`src/rtl/fixed_point_slow_div.sv`:
```
// Sequential signed fixed-point divider: one restoring-division bit per cycle on magnitudes,
// then a single cycle applying sign, saturation and divide-by-zero/overflow flags.
module fixed_point_slow_div #(
  parameter int N_WIDTH     = 32,
  parameter int N_FRAC_BITS = 14,
  parameter int D_WIDTH     = 32,
  parameter int D_FRAC_BITS = 14,
  parameter int Q_WIDTH     = 16,
  parameter int Q_FRAC_BITS = 14
) (
  input  logic                      clk_in,
  input  logic                      rst_in,
  input  logic signed [N_WIDTH-1:0] N,
  input  logic signed [D_WIDTH-1:0] D,
  input  logic                      valid_in,
  output logic                      ready_out,
  output logic                      valid_out,
  output logic signed [Q_WIDTH-1:0] Q,
  output logic                      div_zero,
  output logic                      overflow
);

  localparam int ShiftRaw = Q_FRAC_BITS + D_FRAC_BITS - N_FRAC_BITS;
  localparam int Shift    = (ShiftRaw < 0) ? 0 : ShiftRaw;
  localparam int W        = N_WIDTH + Shift;
  localparam int CntW     = $clog2(W);

  if (ShiftRaw < 0) begin : g_shift_err
    $error("fixed_point_slow_div: Q_FRAC_BITS + D_FRAC_BITS - N_FRAC_BITS must be >= 0");
  end
  if (W < Q_WIDTH) begin : g_width_err
    $error("fixed_point_slow_div: iteration count must not be below Q_WIDTH");
  end

  localparam logic [Q_WIDTH-1:0] MaxQ    = {1'b0, {(Q_WIDTH-1){1'b1}}};
  localparam logic [Q_WIDTH-1:0] MinQ    = {1'b1, {(Q_WIDTH-1){1'b0}}};
  localparam logic [W-1:0]       PosMaxW = {{(W-Q_WIDTH+1){1'b0}}, {(Q_WIDTH-1){1'b1}}};
  localparam logic [W-1:0]       NegMaxW = PosMaxW + W'(1);

  typedef enum logic [1:0] {StIdle, StDiv, StDone} state_e;

  state_e              state_q, state_d;
  logic [CntW-1:0]     cnt_q, cnt_d;
  // Dividend bits shift out of the top while quotient bits shift in at the bottom.
  logic [W-1:0]        work_q, work_d;
  logic [D_WIDTH:0]    rem_q, rem_d;
  logic [D_WIDTH:0]    den_q, den_d;
  logic                sign_q, sign_d;
  logic                dz_q, dz_d;
  logic [Q_WIDTH-1:0]  q_q, q_d;
  logic                div_zero_q, div_zero_d;
  logic                overflow_q, overflow_d;
  logic                valid_q, valid_d;

  logic                accept;
  logic [N_WIDTH-1:0]  n_abs;
  logic [D_WIDTH-1:0]  d_abs;
  logic [D_WIDTH+1:0]  rem_shift;
  logic [D_WIDTH:0]    rem_diff;
  logic                rem_ge;
  logic [Q_WIDTH-1:0]  mag_lo;
  logic [Q_WIDTH-1:0]  sat_val;
  logic [Q_WIDTH-1:0]  res_q;
  logic                res_dz;
  logic                res_ov;
  logic                mag_over;

  // Unsigned magnitudes: the most negative input maps to 2^(width-1) without wrapping.
  assign n_abs = N[N_WIDTH-1] ? (~N + 1'b1) : N;
  assign d_abs = D[D_WIDTH-1] ? (~D + 1'b1) : D;

  assign rem_shift = {rem_q, work_q[W-1]};
  assign rem_ge    = rem_shift >= {1'b0, den_q};
  assign rem_diff  = rem_shift[D_WIDTH:0] - den_q;

  always_comb begin
    mag_lo   = work_q[Q_WIDTH-1:0];
    sat_val  = sign_q ? MinQ : MaxQ;
    mag_over = sign_q ? (work_q > NegMaxW) : (work_q > PosMaxW);
    res_dz   = 1'b0;
    res_ov   = 1'b0;
    res_q    = sign_q ? (~mag_lo + 1'b1) : mag_lo;
    if (dz_q) begin
      // With D == 0 the latched sign is simply the sign of N.
      res_q  = sat_val;
      res_dz = 1'b1;
    end else if (mag_over) begin
      res_q  = sat_val;
      res_ov = 1'b1;
    end
  end

  always_comb begin
    state_d    = state_q;
    cnt_d      = cnt_q;
    work_d     = work_q;
    rem_d      = rem_q;
    den_d      = den_q;
    sign_d     = sign_q;
    dz_d       = dz_q;
    q_d        = q_q;
    div_zero_d = div_zero_q;
    overflow_d = overflow_q;
    valid_d    = 1'b0;
    ready_out  = 1'b0;
    accept     = 1'b0;

    unique case (state_q)
      StIdle: begin
        ready_out = 1'b1;
        accept    = valid_in;
      end
      StDiv: begin
        work_d = {work_q[W-2:0], rem_ge};
        rem_d  = rem_ge ? rem_diff : rem_shift[D_WIDTH:0];
        if (cnt_q == '0) begin
          state_d = StDone;
        end else begin
          cnt_d = cnt_q - 1'b1;
        end
      end
      StDone: begin
        ready_out  = 1'b1;
        accept     = valid_in;
        q_d        = res_q;
        div_zero_d = res_dz;
        overflow_d = res_ov;
        valid_d    = 1'b1;
        state_d    = StIdle;
      end
      default: state_d = StIdle;
    endcase

    // An accept in StDone overlaps the result write with the next operation's load.
    if (accept) begin
      work_d  = W'(n_abs) << Shift;
      rem_d   = '0;
      den_d   = {1'b0, d_abs};
      sign_d  = N[N_WIDTH-1] ^ D[D_WIDTH-1];
      dz_d    = (D == '0);
      cnt_d   = CntW'(W - 1);
      state_d = StDiv;
    end
  end

  always_ff @(posedge clk_in or negedge rst_in) begin
    if (!rst_in) begin
      state_q    <= StIdle;
      cnt_q      <= '0;
      work_q     <= '0;
      rem_q      <= '0;
      den_q      <= '0;
      sign_q     <= 1'b0;
      dz_q       <= 1'b0;
      q_q        <= '0;
      div_zero_q <= 1'b0;
      overflow_q <= 1'b0;
      valid_q    <= 1'b0;
    end else begin
      state_q    <= state_d;
      cnt_q      <= cnt_d;
      work_q     <= work_d;
      rem_q      <= rem_d;
      den_q      <= den_d;
      sign_q     <= sign_d;
      dz_q       <= dz_d;
      q_q        <= q_d;
      div_zero_q <= div_zero_d;
      overflow_q <= overflow_d;
      valid_q    <= valid_d;
    end
  end

  assign valid_out = valid_q;
  assign Q         = q_q;
  assign div_zero  = div_zero_q;
  assign overflow  = overflow_q;

endmodule

```
`config.mk`:
```
export PLATFORM = sky130hd
export DESIGN_NAME = fixed_point_slow_div
export DESIGN_NICKNAME = d
export VERILOG_FILES = /design/src/rtl/fixed_point_slow_div.sv
export SDC_FILE = /design/constraint.sdc
export NUM_CORES = 1
export LEC_CHECK = 0
export BUFFER_PORTS_ARGS = -buffer_cell sky130_fd_sc_hd__buf_2
export CORE_MARGIN = 2
export CORE_UTILIZATION = 40
export DETAILED_ROUTE_END_ITERATION = 16
export SKIP_LAST_GASP = 1
export SYNTH_ARGS = -nofsm -noshare
export SYNTH_HDL_FRONTEND = slang
export SYNTH_SLANG_ARGS = --single-unit
```
`constraint.sdc`:
```
create_clock -name clk_in -period 3.2 [get_ports clk_in]
set_input_delay 0 -clock clk_in [delete_from_list [all_inputs] [get_ports clk_in]]
set_output_delay 0 -clock clk_in [all_outputs]
set_load 0.02 [all_outputs]
```
# After elaboration in Yosys (flattened, before gate mapping)
# Cells that the tools add are included.
[op_classes] add_sub_neg=5 multipliers=0 n_div=0 n_lt_le_gt_ge=3 eq_ne=5 n_shift=0 muxes=24 n_bitwise=4 reduce_logical=7
[op_table] cell="33-bit 2-to-1 mux" n=3
[op_table] cell="46-bit 2-to-1 mux" n=2
[op_table] cell="32-bit by 1-bit adder with 32-bit output, second input constant" n=2
[op_table] cell="16-bit 2-to-1 mux" n=4
[op_table] cell="32-bit 2-to-1 mux" n=2
[op_table] cell="32-bit inverter" n=2
[op_table] cell="46-bit by 15-bit greater-than comparator with 1-bit output, second input constant" n=1
[op_table] cell="46-bit by 16-bit greater-than comparator with 1-bit output, second input constant" n=1
[op_table] cell="34-bit by 32-bit greater-or-equal comparator with 1-bit output" n=1
[op_table] cell="33-bit by 32-bit subtractor with 33-bit output" n=1
[op_table] cell="32-bit zero test" n=1
[op_table] cell="6-bit 2-to-1 mux" n=3
[op_table] cell="16-bit by 1-bit adder with 16-bit output, second input constant" n=1
[op_table] cell="16-bit inverter" n=1
[op_table] cell="1-bit 2-to-1 mux" n=7
[op_table] cell="6-bit zero test" n=1
[op_table] cell="6-bit by 1-bit subtractor with 6-bit output, second input constant" n=1
[op_table] cell="2-bit 2-to-1 mux" n=2
[op_table] cell="2-bit inequality test, second input constant" n=2
[op_table] cell="2-bit case mux with 2 select lines" n=1
[op_table] cell="2-bit AND reduction" n=2
[op_table] cell="3-bit inequality test, second input constant" n=1
[op_table] cell="2-bit by 1-bit == test with 1-bit output, second input constant" n=1
[op_table] cell="2-bit == test, second input constant" n=1
[op_table] cell="other kinds (4)" n=4
[word_totals] register_bits=140 latchBits=0 mem_bits_rw=0 mem_bits_ro=0 input_bits=67 out_inout_bits=20 elab_cells=59 n_memories=0

# Longest topological paths before layout
# Gate-level depths: netlist of run 1.
[depth] depth_word=5 depth_mapped=14

# Worst setup path after synthesis of run 1
# No wires, ideal clock.
[synth_timing] kind="reg2reg" from="register work_q[45]" to="register rem_q[28]" setup_time_ps=87 arrival_time_ps=2758 slack_ps=356 stages_incl_launch_ff=13 cell_sequence="dfrtp_1 > inv_1 > ha_1 > fa_1 > nor2b_1 > o31a_1 > o31ai_1 > nand2_1 > a311oi_2 > o31ai_2 > clkbuf_1 > nand2_1 > o211ai_1"
[synth_via] elab_chain_cells=4
[synth_lines] item="start, declared" line="45" rtl="logic [W-1:0] work_q, work_d;"
[synth_lines] item="start signal, assigned" line="162" rtl="work_q <= work_d;"
[synth_lines] item="33-bit by 32-bit subtractor with 33-bit output / 34-bit by 32-bit greater-or-equal comparator with 1-bit output (equally long branches)" line="74, 73"
[synth_lines] item="33-bit 2-to-1 mux (*)" line="115" rtl="rem_d = rem_ge ? rem_diff : rem_shift[D_WIDTH:0];"
[synth_lines] item="33-bit 2-to-1 mux (*)" line="108" rtl="unique case (state_q)"
[synth_lines] item="33-bit 2-to-1 mux (*)" line="135" rtl="if (accept) begin"
[synth_lines] item="end signal, assigned" line="163" rtl="rem_q <= rem_d;"
[synth_lines] item="end, declared" line="46" rtl="logic [D_WIDTH:0] rem_q, rem_d;"
# Mark *: on every way between the ends. The rest lies on a longest branch, timed or not. The select of a mux whose other input is x is not followed.
# A chain may end at the register's enable or synchronous reset.

# Worst setup path after layout of run 1
[layout_timing] from="register work_q[45]" to="register rem_q[30]"
# The elaborated chain is that of the path after synthesis.

==> impl_metrics.ini, run 1 <==
[run_status]
status = completed

[yosys]
synth_xor_area_share_pct = 9.519
yosys_warnings = 0
synth_top_area_share_pct = 38.46
avgSynthCellArea_sq_um = 8.577
synth_flop_cell = dfrtp_1
synth_top_family_by_area = compound AO/OA/AOI/OAI gates
yosys.area.top_type = dfrtp_1
muxShareOfSynthArea_pct = 0.7967
async_flop_share_pct = 100.0
ys_seq_area_share_pct = 38.46
ys_ff_latch = 140
synthAdderAreaFrac_pct = 5.302
synth_edf_count = 0
syn_nets = 1167
yosysUniqueCellTypes = 60
synth_compound_area_share_pct = 25.22
ys_top_cells_by_area = dfrtp_1 38%, xor2_1 7.5%, o21ai_0 6.9%
synthSimpleGateAreaFrac_pct = 16.17
syn_inst = 1062
syn_area_sq_mm = 0.009109

[timing]
hold_viol = 0
worst_slack_ps = 103.0
maxSlewViolCount = 0
finalCritPeriodShare_pct = 96.78
rsz0062_at_grt = yes
maxSlewHeadroom_pct = 45.09
tns_ps = 0
setup_viol = 0
fin_skew_ps = 12.90
max_freq_mhz = 322.9
tightest_slew_ps = 823.6
post-route-min-period_ps = 3097

[critical_path]
end_kind = register
critPathLaunch = work_q[45]
regToRegStartpoint = work_q[45]
cp_max_fo = 3
cp_slowest_stage_delay_ps = 400
crit_type = reg2reg
critPathLaunchType = register
required_ps = 3540
crit_slowest_cell = dfrtp_1
worstPathArrival_ps = 3440
crit_chain = inv_1 -> ha_1 -> fa_1 -> nor2b_2 -> o31a_1 -> o31ai_2 -> nand2_1 -> a311oi_4 -> buf_4 -> o21bai_1 -> a211o_1 -> xnor2_1 -> o21ai_0
r2r_cells = 13

[min_path]
hold_class = in2reg
min_path_cells = 4
min_from = valid_in

[run]
maxCapViolCount = 0

[clocking]
htreeDepth = 4
clock_latency_ps = 430
root_buffer = clkbuf_16
cts_made_buffers = 17
clkTransAtPathRegs_ps = 70
clock_sinks = 140
clockBufferDepth = 2
cts_tree = built

[finish]
area_delta_synth_final_pct = 23.63
final-seq-area_sq_mm = 0.003503
n_fill_cell = 2103
antennaDiodeCount = 0
stdcell_area_sq_mm = 0.01126
multi_input_area_sq_mm = 0.005279
nets = 1306
finalCoreUtilization_pct = 50.04
drive_above_1_share_pct = 13.92

[placement]
port-buffer-count = 86
pre_cts_slack_ps = -8.179
postPlaceCellArea_sq_mm = 0.009925
gp_congestion = 0.8783
place_hpwl_um = 17020

[route]
viasPerCell = 5.575
drc_errors = 0
wl_um = 24770
ant_nets = 0
via_count = 8357
avgRoutedWirePerCell_um = 16.52
drtPass1Iterations = 4
drtIter0Drc = 562

[grt]
grt_pass1_wl_um = 40740
grt_start_max_net_pins = 83
gr-total-overflow = 0
grt_usage_pct = 20.80
grt_pass1_vias = 8179
antenna_found_initial = 0

[floorplan]
die_height_um = 154.9
die_area_sq_mm = 0.02400
top_level_ports = 87
initial_core_util_pct = 40.48
die_w_um = 154.9
rows = 55
core_sq_mm = 0.02250

[pwr]
p_per_area_mw_per_mm2 = 1117
vdd_ir_drop_max_mv = 0.4331
leakagePower_nw = 5.055
==> sequential cells by signal, indices dropped and copies added (netlist names) <==
signal,cells
rem_q,33
Q,16
sign_q,1
den_q,32
div_zero,1
state_q,2
valid_out,1
dz_q,1
cnt_q,6
work_q,46
overflow,1
==> critical path, delay by kind of cell (launching register included) <==
family / cells / cell delay, ps
AOI/OAI and AO/OA: 6 / 1550
adders and majority gates: 2 / 420
DFF: 1 / 400
buffers and inverters: 2 / 280
and+or+nand+nor: 2 / 230
xor gates and xnor gates: 1 / 120
==> per-stage QoR <==
stage          total power [W]  hold slack (ps)  cells
2_1_floorplan         0.008409           -295.6   1062
3_3_place_gp           0.01022            114.8   1399
3_5_place_dp           0.01033            122.1   1399
4_1_cts                0.01248            47.15   1497
5_1_grt                0.01368            81.02   1499
6_report               0.01258            57.94   1499
==> power by group <==
group	switching, W	internal (W)	leakage [nW]
Combinational	0.00412	0.00317	3.04
Clock	0.000898	0.00111	0.287
Sequential	0.000679	0.00259	1.73
==> final timing paths <==
path                         endpoint  slack (ps)
setup / recovery            rem_q[30]         100
hold / removal             work_q[14]          60
hold reg to reg              den_q[8]         480
min in group asynchronous   den_q[11]         180
setup reg to reg            rem_q[30]         100
max in group asynchronous  work_q[25]        2190
==> metal layers <==
metal | routed length, um | share of wire, % | vias to the layer above | global-route usage (%)
met5 | 0 | 0 | - | 0
met4 | 416 | 1.7 | 0 | 6.129
met3 | 872 | 3.5 | 36 | 2.869
met2 | 11610 | 47 | 181 | 33.76
met1 | 11870 | 48 | 4027 | 29.09
li1 | - | - | 4113 | -
==> cells in the mapped netlist, drive strengths merged (3+ instances only) <==
cell and number:
buf 9, nor3 14, o22ai 3, xnor2 21, nand3 27, o21ai 128
inv 51, a211oi 4, and3 6, nor2 67, o31ai 27, a22oi 31
clkbuf 49, xor2 78, o41ai 12, ha 37, a32oi 3, or4 11
o22a 15, o211ai 4, a31oi 7, o21a 5, nand2 132, or3 3
a22o 19, and4 5, mux2i 5, dfrtp 140, nand2b 7, o31a 3
nand4 10, a21o 15, nor4 16, nor2b 9, a21oi 62
==> logic make-up (layout without fill, tap and decap cells) <==
family                     after synthesis  in the layout
AOI/OAI and AO/OA                      355            355
xor gates and xnor gates                99             99
buffers and inverters                  109            261
adders and majority gates               38             38
and+or+nand+nor                        314            314
muxes                                    7              7
DFF                                    140            140
==> cell usage in the layout (no fill, tap or decap), types with 4 or more instances in the layout <==
cell,synthesis,final
nand2_1,132,130
a22o_1,19,19
dfrtp_1,140,140
a211oi_1,4,4
inv_1,51,51
dlygate4sd3_1,0,64
buf_4,0,25
a21oi_1,62,62
o41ai_1,11,10
o21ai_0,126,126
xnor2_1,21,21
xor2_1,78,78
nand4_1,10,10
o21a_1,5,5
ha_1,37,37
nor2b_1,9,8
a22oi_1,31,31
clkbuf_16,0,17
o22a_1,15,15
nor4_1,15,15
nand3_1,27,26
o31ai_1,25,24
nor3_1,14,13
o211ai_1,4,4
and4_1,5,5
nor2_1,67,65
a31oi_1,7,7
buf_2,3,84
nand2b_1,7,7
and3_1,6,6
a21o_1,15,15
inv_6,0,6
mux2i_1,5,5
or4_1,8,8
==> cell type report <==
cell class | count | area share, %
Timing Repair Buffer | 178 | 11.83
Inverter | 51 | 1.700
Multi-Input combinational cell | 813 | 46.88
Clock buffer | 17 | 3.778
Tap cell | 285 | 3.167
Sequential cell | 140 | 31.11
Clock inverter | 15 | 1.533
==> what timing repair did <==
item                       CTS  global route
hold endpoints to repair   146             0
setup buffers                0             4
pin swaps                    0             7
resized for setup            1            10
setup endpoints to repair    1            24
hold buffers                66             0
No activity file was read; power rests on OpenSTA's default activity.
==> run 2: changes to the inputs <==
- CORE_UTILIZATION: 40 -> 45
==> run 2 against run 1 <==
Clock power barely moved. Largest power group unchanged. Non-clock buffer count rose by 5. Sequential share of layout area rose by 0.080 points. Flip-flop and latch count did not move. Register-to-register slack improved by 40 ps.
==> impl_metrics.ini, run 2 (synthesis gave the netlist of run 1 again) <==
[min_path]
hold_path_end = den_q[1]
min_from = D[1]
hold_class = in2reg
min_path_cells = 3

[route]
drc_errors = 0
drtPass1Iterations = 5
via_count = 8263
wl_um = 24230
viasPerCell = 5.549
drtIter0Drc = 634
avgRoutedWirePerCell_um = 16.27
ant_nets = 0

[timing]
maxSlewHeadroom_pct = 51.29
fin_skew_ps = 10.28
post-route-min-period_ps = 3106
max_freq_mhz = 321.9
hold_viol = 0
finalCritPeriodShare_pct = 97.07
tightest_slew_ps = 728.9
holdWs_ps = 12.39
maxSlewViolCount = 0
rsz0062_at_grt = yes
worst_slack_ps = 93.85
setup_viol = 0

[grt]
use_met2_pct = 36.18
grt_start_max_net_pins = 105
gr-total-overflow = 0
grt.busiest_layer = met2
met1_usage_pct = 33.93
grt_pass1_wl_um = 40290
grt_pass1_vias = 7917
antenna_found_initial = 0
grt_usage_pct = 23.03
grtUsageMet3_pct = 3.406

[run_status]
status = completed

[finish]
final_cell_mix = 140 x dfrtp_1, 131 x nand2_1, 126 x o21ai_0
area_delta_synth_final_pct = 23.31
finalCoreUtilization_pct = 56.05
layout_commonest_cell = dfrtp_1
drive_above_1_share_pct = 14.03
regMostFlops = work_q
layoutNonFillerInstCount = 1489
nets = 1311
reg.largest.list = work_q (46), rem_q (33), den_q (32)
antennaDiodeCount = 0
largest_register_ffs = 46

[pwr]
p_per_area_mw_per_mm2 = 1113
vdd_ir_drop_max_mv = 0.4995
leakagePower_nw = 5.054

[clocking]
cts_tree = built
htreeDepth = 4
cts_made_buffers = 17
root_buffer = clkbuf_16
clkTransAtPathRegs_ps = 60
clock_latency_ps = 430
clock_sinks = 140
clockBufferDepth = 2

[placement]
gp_congestion = 0.8668
pre_cts_slack_ps = 82.46
port-buffer-count = 86
dpl.cell_count = 1386
place_hpwl_um = 16790

[floorplan]
core_sq_mm = 0.02004
rows = 52
top_level_ports = 87
die_height_um = 146.3
initial_core_util_pct = 45.45
die_w_um = 146.3
die_area_sq_mm = 0.02140

[critical_path]
regToRegStartpoint = work_q[45]
required_ps = 3480
r2r_cells = 13
crit_type = in2reg
ff2ff_setup_slack_ps = 140
critPathLaunchType = input pin
worstPathArrival_ps = 3390
end_kind = register
r2r_end = rem_q[31]
cp_max_fo = 4

[run]
maxCapViolCount = 0
-- run 2: stage by stage --
step                      area, sq um  setup TNS (ps)  power, W
final                           11230               0   0.01250
after detailed placement         9908               0   0.01021
after CTS                       11140               0   0.01232
after global routing            11230          -51.72   0.01363
after global placement           9908               0   0.01015
after floorplan                  9109               0  0.008409
-- run 2: per-layer routing --
metal	up-vias	part of all wire (%)
li1	4126	-
met1	3977	51
met2	142	45
met3	18	3.1
met4	0	1.0
met5	-	0
-- run 2: power breakdown --
group / switching (W) / leakage, nW / internal [W]
combinational: 0.00403 / 3.06 / 0.00319
clock: 0.000828 / 0.274 / 0.00117
sequential: 0.000699 / 1.73 / 0.00259
total: 0.00556 / 5.05 / 0.00695
-- run 2: worst max-delay path by stage --
stage,startpoint,to
2_1_floorplan,work_q[45],rem_q[28]
3_3_place_gp,rem_q[6],rem_q[32]
3_5_place_dp,rem_q[7],rem_q[32]
4_1_cts,N[7],work_q[39]
5_1_grt,N[7],work_q[41]
6_report,N[7],work_q[41]
-- run 2: what timing repair did --
item                       CTS  global route
hold buffers                64             0
gates resized for setup      0             8
hold endpoints to repair   129             0
setup buffers                0             8
setup endpoints to repair    0            33
-- run 2: final cells by class --
| type | count | area [sq um] |
|---|---|---|
| inverter | 51 | 191.4 |
| multi-input combinational | 813 | 5258 |
| tap | 270 | 337.8 |
| clock inverter | 13 | 153.9 |
| sequential | 140 | 3503 |
| timing repair buffer | 183 | 1355 |
| clock buffer | 19 | 432.9 |
| fill | 1915 | 8807 |
-- run 2: worst max-delay path, cell delays in order --
cell,delay (ps)
dlygate4sd3_1,540
buf_2,160
or4_4,440
or4_4,570
nor4_4,380
nand2_1,130
or4_4,530
buf_4,180
o21ai_0,180
xor2_1,170
o21ai_0,100
